## config.mk

```make
export PLATFORM = sky130hd
export DESIGN_NAME = agex_muldiv_ctrl_flat
export DESIGN_NICKNAME = d
export VERILOG_FILES = /design/src/rtl/agex_muldiv_ctrl_pkg.sv /design/src/rtl/agex_muldiv_ctrl_if.sv /design/src/rtl/agex_muldiv_ctrl_step.sv /design/src/rtl/agex_muldiv_ctrl.sv /design/src/flat_wrapper.sv
export SDC_FILE = /design/constraint.sdc
export NUM_CORES = 1
export LEC_CHECK = 0
export CAP_MARGIN = 20
export CELL_PAD_IN_SITES_DETAIL_PLACEMENT = 0
export CELL_PAD_IN_SITES_GLOBAL_PLACEMENT = 1
export CORE_AREA = 8 8 232 234
export DETAILED_ROUTE_END_ITERATION = 16
export DIE_AREA = 0 0 240 242
export GPL_TIMING_DRIVEN = 0
export PLACE_DENSITY_LB_ADDON = 0.1
export RECOVER_POWER = 50
export SLEW_MARGIN = 5
export SYNTH_ARGS = -nofsm -noshare
export SYNTH_HDL_FRONTEND = slang
export SYNTH_SLANG_ARGS = --single-unit
export TNS_END_PERCENT = 50
```

## constraint.sdc

```tcl
create_clock -name clk -period 4.2 [get_ports clk]
set_input_delay 0.84 -clock clk [delete_from_list [all_inputs] [get_ports clk]]
set_output_delay 0.84 -clock clk [all_outputs]
set_load 0.02 [all_outputs]
```

## src/rtl/agex_muldiv_ctrl_pkg.sv

```systemverilog
// Shared types and helpers for the AGEX iterative multiply/divide sequencer.
// Op codes, FSM state encodings, widths and small operand-decode functions.
package agex_muldiv_ctrl_pkg;

  localparam int DBITS   = 32;
  localparam int CNTBITS = 6;

  typedef enum logic [2:0] {
    OP_MUL   = 3'b000,
    OP_MULH  = 3'b001,
    OP_MULHU = 3'b010,
    OP_DIV   = 3'b100,
    OP_DIVU  = 3'b101,
    OP_REM   = 3'b110,
    OP_REMU  = 3'b111
  } op_e;

  typedef enum logic [1:0] {
    ST_IDLE = 2'b00,
    ST_CALC = 2'b01,
    ST_FIX  = 2'b10,
    ST_DONE = 2'b11
  } state_e;

  // The reserved encoding 3'b011 folds onto MUL.
  function automatic op_e decode_op(input logic [2:0] raw);
    op_e o;
    if (raw == 3'b011) o = OP_MUL;
    else               o = op_e'(raw);
    return o;
  endfunction

  function automatic logic is_signed_op(input op_e o);
    return (o == OP_MULH) || (o == OP_DIV) || (o == OP_REM);
  endfunction

  function automatic logic is_div_op(input op_e o);
    return (o == OP_DIV) || (o == OP_DIVU) || (o == OP_REM) || (o == OP_REMU);
  endfunction

  function automatic logic [DBITS-1:0] magnitude(input logic [DBITS-1:0] v, input logic neg);
    return neg ? -v : v;
  endfunction

endpackage

```

## src/rtl/agex_muldiv_ctrl_if.sv

```systemverilog
// AGEX <-> muldiv sequencer handshake: request/operands one way, status/result back.
interface agex_muldiv_ctrl_if;
  import agex_muldiv_ctrl_pkg::*;

  logic             start;
  logic [2:0]       op;
  logic [DBITS-1:0] rs1_val;
  logic [DBITS-1:0] rs2_val;
  logic             flush;
  logic             ready;
  logic             busy;
  logic             stall_to_DE;
  logic             done;
  logic [DBITS-1:0] result;

  modport master (
    output start, op, rs1_val, rs2_val, flush,
    input  ready, busy, stall_to_DE, done, result
  );

  modport slave (
    input  start, op, rs1_val, rs2_val, flush,
    output ready, busy, stall_to_DE, done, result
  );

endinterface

```

## src/rtl/agex_muldiv_ctrl_step.sv

```systemverilog
// One radix-2 iteration: shift-add multiply or restoring trial-subtract divide.
// {hi, lo} is the product register (multiply) or {partial remainder, quotient} (divide).
module agex_muldiv_ctrl_step
  import agex_muldiv_ctrl_pkg::*;
(
  input  logic             div_mode,
  input  logic [DBITS-1:0] hi,
  input  logic [DBITS-1:0] lo,
  input  logic [DBITS-1:0] opnd,
  output logic [DBITS-1:0] hi_next,
  output logic [DBITS-1:0] lo_next
);

  logic [DBITS:0]   sum;
  logic [DBITS:0]   rem_shift;
  logic [DBITS-1:0] diff;
  logic             fits;

  // NOTE: every always_comb output gets a value on every path (defaults first)
  // so synthesis never infers a latch.
  always_comb begin
    hi_next   = hi;
    lo_next   = lo;
    sum       = {1'b0, hi} + (lo[0] ? {1'b0, opnd} : '0);
    rem_shift = {hi, lo[DBITS-1]};
    fits      = rem_shift >= {1'b0, opnd};
    // When the trial subtract fits, the difference is below the divisor, so the low bits suffice.
    diff      = rem_shift[DBITS-1:0] - opnd;
    if (div_mode) begin
      hi_next = fits ? diff : rem_shift[DBITS-1:0];
      lo_next = {lo[DBITS-2:0], fits};
    end else begin
      hi_next = sum[DBITS:1];
      lo_next = {sum[0], lo[DBITS-1:1]};
    end
  end

endmodule

```

## src/rtl/agex_muldiv_ctrl.sv

```systemverilog
// Iterative multiply/divide sequencer for AGEX: fixed 34-cycle schedule
// (accept, 32 iterations, sign fix, done) with a front-end stall while running.
module agex_muldiv_ctrl
  import agex_muldiv_ctrl_pkg::*;
(
  input  logic               clk,
  input  logic               reset,
  agex_muldiv_ctrl_if.slave  bus
);

  state_e             state, state_next;
  logic [CNTBITS-1:0] cnt;
  op_e                op_q;
  logic [DBITS-1:0]   hi, lo, opnd, res_q;
  logic               sign_q, sign_r, div_zero;

  op_e                op_in;
  logic               signed_in;
  logic [DBITS-1:0]   a_mag, b_mag;
  logic               accept, last_iter;
  logic [DBITS-1:0]   hi_step, lo_step;
  logic [2*DBITS-1:0] product;
  logic [DBITS-1:0]   quotient, remainder, fix_result;

  assign op_in     = decode_op(bus.op);
  assign signed_in = is_signed_op(op_in);
  assign a_mag     = magnitude(bus.rs1_val, signed_in & bus.rs1_val[DBITS-1]);
  assign b_mag     = magnitude(bus.rs2_val, signed_in & bus.rs2_val[DBITS-1]);

  assign bus.ready       = (state == ST_IDLE) || (state == ST_DONE);
  assign bus.busy        = (state == ST_CALC) || (state == ST_FIX);
  assign bus.done        = (state == ST_DONE);
  assign accept          = bus.start & bus.ready & ~bus.flush;
  assign bus.stall_to_DE = bus.busy | accept;
  assign bus.result      = bus.done ? res_q : '0;
  assign last_iter       = (cnt == CNTBITS'(DBITS - 1));

  agex_muldiv_ctrl_step u_step (
    .div_mode (is_div_op(op_q)),
    .hi       (hi),
    .lo       (lo),
    .opnd     (opnd),
    .hi_next  (hi_step),
    .lo_next  (lo_step)
  );

  // NOTE: sequential state is written only with non-blocking assignments so every
  // register samples pre-edge values regardless of statement order.
  always_ff @(posedge clk) begin
    if (reset) state <= ST_IDLE;
    else       state <= state_next;
  end

  always_comb begin
    state_next = state;
    case (state)
      ST_IDLE: if (accept) state_next = ST_CALC;
      ST_CALC: if (last_iter) state_next = ST_FIX;
      ST_FIX:  state_next = ST_DONE;
      ST_DONE: state_next = accept ? ST_CALC : ST_IDLE;
      default: state_next = ST_IDLE;
    endcase
    if (bus.flush) state_next = ST_IDLE;
  end

  // Sign correction and result selection, registered during FIX.
  always_comb begin
    product = {hi, lo};
    if ((op_q == OP_MULH) && sign_q) product = -product;
    if (div_zero)                           quotient = '1;
    else if ((op_q == OP_DIV) && sign_q)    quotient = -lo;
    else                                    quotient = lo;
    remainder = ((op_q == OP_REM) && sign_r) ? -hi : hi;
    case (op_q)
      OP_MULH, OP_MULHU: fix_result = product[2*DBITS-1:DBITS];
      OP_DIV, OP_DIVU:   fix_result = quotient;
      OP_REM, OP_REMU:   fix_result = remainder;
      default:           fix_result = product[DBITS-1:0];
    endcase
  end

  always_ff @(posedge clk) begin
    if (reset) begin
      cnt      <= '0;
      op_q     <= OP_MUL;
      hi       <= '0;
      lo       <= '0;
      opnd     <= '0;
      res_q    <= '0;
      sign_q   <= 1'b0;
      sign_r   <= 1'b0;
      div_zero <= 1'b0;
    end else begin
      if (accept) begin
        cnt      <= '0;
        op_q     <= op_in;
        hi       <= '0;
        sign_q   <= bus.rs1_val[DBITS-1] ^ bus.rs2_val[DBITS-1];
        sign_r   <= bus.rs1_val[DBITS-1];
        div_zero <= (bus.rs2_val == '0);
        // Divide iterates over the dividend with the divisor fixed; multiply
        // iterates over the multiplier with the multiplicand fixed.
        if (is_div_op(op_in)) begin
          lo   <= a_mag;
          opnd <= b_mag;
        end else begin
          lo   <= b_mag;
          opnd <= a_mag;
        end
      end else if (state == ST_CALC) begin
        hi  <= hi_step;
        lo  <= lo_step;
        cnt <= cnt + CNTBITS'(1);
      end
      if (state == ST_FIX) res_q <= fix_result;
    end
  end

endmodule

```

## src/flat_wrapper.sv

```systemverilog
// flat-port wrapper written by rule: the top's interface ports become plain ports
module agex_muldiv_ctrl_flat import agex_muldiv_ctrl_pkg::*;
  (clk, reset, bus_start, bus_op, bus_rs1_val, bus_rs2_val, bus_flush, bus_ready, bus_busy, bus_stall_to_DE, bus_done, bus_result);
  agex_muldiv_ctrl_if bus_i ();
  input  logic clk;
  input  logic reset;
  input wire logic [$bits(bus_i.start)-1:0] bus_start;
  input wire logic [$bits(bus_i.op)-1:0] bus_op;
  input wire logic [$bits(bus_i.rs1_val)-1:0] bus_rs1_val;
  input wire logic [$bits(bus_i.rs2_val)-1:0] bus_rs2_val;
  input wire logic [$bits(bus_i.flush)-1:0] bus_flush;
  output wire logic [$bits(bus_i.ready)-1:0] bus_ready;
  output wire logic [$bits(bus_i.busy)-1:0] bus_busy;
  output wire logic [$bits(bus_i.stall_to_DE)-1:0] bus_stall_to_DE;
  output wire logic [$bits(bus_i.done)-1:0] bus_done;
  output wire logic [$bits(bus_i.result)-1:0] bus_result;
  assign bus_i.start = bus_start;
  assign bus_i.op = bus_op;
  assign bus_i.rs1_val = bus_rs1_val;
  assign bus_i.rs2_val = bus_rs2_val;
  assign bus_i.flush = bus_flush;
  assign bus_ready = bus_i.ready;
  assign bus_busy = bus_i.busy;
  assign bus_stall_to_DE = bus_i.stall_to_DE;
  assign bus_done = bus_i.done;
  assign bus_result = bus_i.result;
  agex_muldiv_ctrl u_core (.clk(clk), .reset(reset), .bus(bus_i));
endmodule
```

==> flow_summary.toml <==
[status]
outcome = "finished clean"

[routing]
ant_nets = 0
drt-initial-drc-count = 1357
vias = 16600
m1WireLength_um = 34400
wl_met3_um = 3860
wl_per_cell_um = 25.4
dr.max_layer_used = "met4"
avgViaCountPerCell = 5.65
wl_um = 74400
drtPass1Iterations = 6
wl_met2_um = 34000
drc = 0

[timing]
period_share_pct = 95.7
max_clock_freq_ghz = 0.249
finClkSkew_ns = 0.0143
drv_slew = 0
tightest_slew_ns = 1.15
min_period_ns = 4.02
timing.final.ws_setup_ns = 0.180
setup_viol = 0
hold_viol = 0
max_slew_margin_pct = 23.2
rsz0062_at_grt = "no"
setup_tns_ns = 0

[power_and_ir_drop]
worst_ir_drop_vdd_uv = 270
power.total_mw = 5.07
leakage_nw = 6.58
power.density_nw_per_um2 = 292

[clock_tree]
clkTransAtPathRegs_ns = 0.07
htreeDepth = 4
root_buffer = "clkbuf_16"
clock_path_buffers = 2
cts_buffers = 17
postCtsHoldBufs = 0
cts_tree = "built"
cts_sinks = 142
cts_setup_buffers = 0
insertion_delay_ns = 0.49

[place]
gp_congestion = 0.946
dpl.hpwl_um = 61100
portBuffers = 105
pre_cts_ws_ns = -0.482
dpl_cell_area_um2 = 16700

[grt]
grt_usage_pct = 25.0
grt_pass1_wl_um = 109000
grt_pass1_vias = 15900
antenna_found_initial = 1
grt_start_max_net_pins = 17
overflow = 0

[yosys]
synthFlopType = "dfxtp_1"
synth_commonest_cells = "248 x nor2_1, 229 x a21oi_1, 192 x nand2_1, 156 x o21ai_0, 142 x dfxtp_1"
synth.distinct_cells = 82
synth-seq-area-share_pct = 19.2
yosysWarnings = 0
synth_area_leaders = "dfxtp_1 19%, a21oi_1 7.7%, xnor2_1 6.4%"
synth_top_area_share_pct = 19.2
postSynthAreaPerCell_um2 = 7.02
yosysMostFrequentCell = "nor2_1"
synth-edff-count = 0
yosys.area.top_type = "dfxtp_1"
ys_seq_elements = 142
syn-num-nets = 2259
synthesis.area_um2 = 14800
syn_inst = 2112
ys_async_sr_fraction_pct = 0

[floorplanning]
pin_count = 107
core-area_um2 = 50500
start_util_pct = 29.4
row_count = 83
die_w_um = 240
die_area_um2 = 58100
die_h_um = 242

[layout]
final_util_pct = 34.5
final_cell_area_um2 = 17400
diodes = 0
flow.area_growth_from_synthesis_pct = 17.3
nNetsFinal = 2383
drive_gt1_share_pct = 4.31
n_fill_cell = 5591

[setup_path]
reg2reg_slack_ns = 0.18
ff2ff_path_depth = 13
r2r-end = "u_core.hi[31]"
cpMaxStageDelayCell = "dfxtp_2"
crit_chain = "inv_1 -> clkbuf_2 -> nor2_1 -> ha_1 -> a21oi_1 -> o22ai_1 -> a311o_1 -> a41oi_4 -> o31ai_2 -> a31oi_1 -> nor3_1 -> o41ai_1 -> o21ai_0"
max_stage_delay_ns = 0.50
worstSetupEndpointType = "flip-flop"
r2r-start = "u_core.lo[0]"
worstPathArrival_ns = 4.38
crit_type = "flip-flop to flip-flop"
cp-start-kind = "flip-flop"
crit_fanout = 10
cp.required_ns = 4.56

[worst_hold_path]
holdPathEnd = "u_core.opnd[8]"
hold_path_depth = 2
min_path_type = "flip-flop to flip-flop"
min-delay-start = "u_core.opnd[8]"

[run]
maxCapViolations = 0
[per-stage QoR]
step / instances / hold slack, ns
floorplan: 2112 / 0.432
global placement: 2897 / 0.443
detailed placement: 2897 / 0.447
CTS: 2929 / 0.455
global route: 2929 / 0.479
finish: 2929 / 0.450
[layer usage]
metal | vias to the layer above | global-route usage (%)
li1 | 7852 | -
met1 | 8082 | 33.8
met2 | 531 | 40.3
met3 | 96 | 3.71
met4 | 0 | 8.05
met5 | - | 0
[kinds of logic after synthesis]
logic type                 Yosys count  synth area share [%]
muxes                               74                  5.10
DFF                                142                  19.2
AOI/OAI and AO/OA                  690                  29.2
buffers and inverters              222                  5.74
xor gates and xnor gates           191                  11.3
adders and majority gates           76                  6.51
and+or+nand+nor                    717                  23.0
[critical path, delay by kind of cell (launching register included)]
kind,cells,cell delay (ns)
buf+inv,2,0.48
fa+ha+maj,1,0.29
simple gates,2,0.34
flops,1,0.50
compound gates,8,2.28
[placed cells by master (no fill, tap or decap), types with 24 or more instances in the layout]
cell and n:
nor3_1 53, xnor2_1 109, xor2_1 82, o21ai_0 155
ha_1 74, o31ai_1 24, dfxtp_1 141, inv_1 62
a211oi_1 43, a21o_1 35, mux2i_1 62, and2_1 42
o211ai_1 33, clkdlybuf4s50_1 66, nand3_1 33, nand2_1 192
a21oi_1 229, dlygate4sd3_1 39, clkbuf_1 134, nor2_1 249
[final cells by class]
cell class	count	area (µm²)	share of cell area (%)
multi-input cells	1748	11200	64.3
flip-flops and latches	142	2840	16.3
repair buffers	105	1050	6.04
well taps	680	851	4.89
plain buffers	158	613	3.52
clock buffers	18	439	2.52
inverters	64	240	1.38
clock inverters	14	179	1.03
[how the worst max path moves through the flow]
stage	startpoint	endpoint	slack, ns	cells past startpoint
final	u_core.lo[0]	u_core.hi[31]	0.18	13
after global routing	u_core.lo[0]	u_core.hi[31]	0.005	13
after CTS	u_core.lo[0]	u_core.hi[26]	0.03	12
after detailed placement	u_core.lo[0]	u_core.hi[31]	-0.48	13
after global placement	u_core.lo[0]	u_core.hi[31]	-0.47	13
after floorplan	u_core.lo[0]	u_core.hi[31]	0.92	13
[state kept, by name, indices dropped and copies added, names as in the netlist]
| register | flops |
|---|---|
| u_core.hi | 32 |
| u_core.lo | 32 |
| u_core.opnd | 32 |
| u_core.res_q | 32 |
| u_core.cnt | 6 |
| u_core.op_q | 3 |
| u_core.state | 2 |
| u_core.div_zero | 1 |
| u_core.sign_q | 1 |
| u_core.sign_r | 1 |
[repair_timing]
item	4_1_cts	5_1_grt
endpoints found under the hold margin	0	0
setup endpoints to repair	15	10
resized for setup	4	8
[power by group]
part           leakage [nW]  internal [mW]  switching (mW)  total (mW)
clock network         0.300          0.958           0.712        1.67
registers              1.16           1.41          0.0870        1.50
logic                  5.12          0.669            1.24        1.91
total                  6.58           3.04            2.03        5.07
No activity file was read; power rests on OpenSTA's default activity.
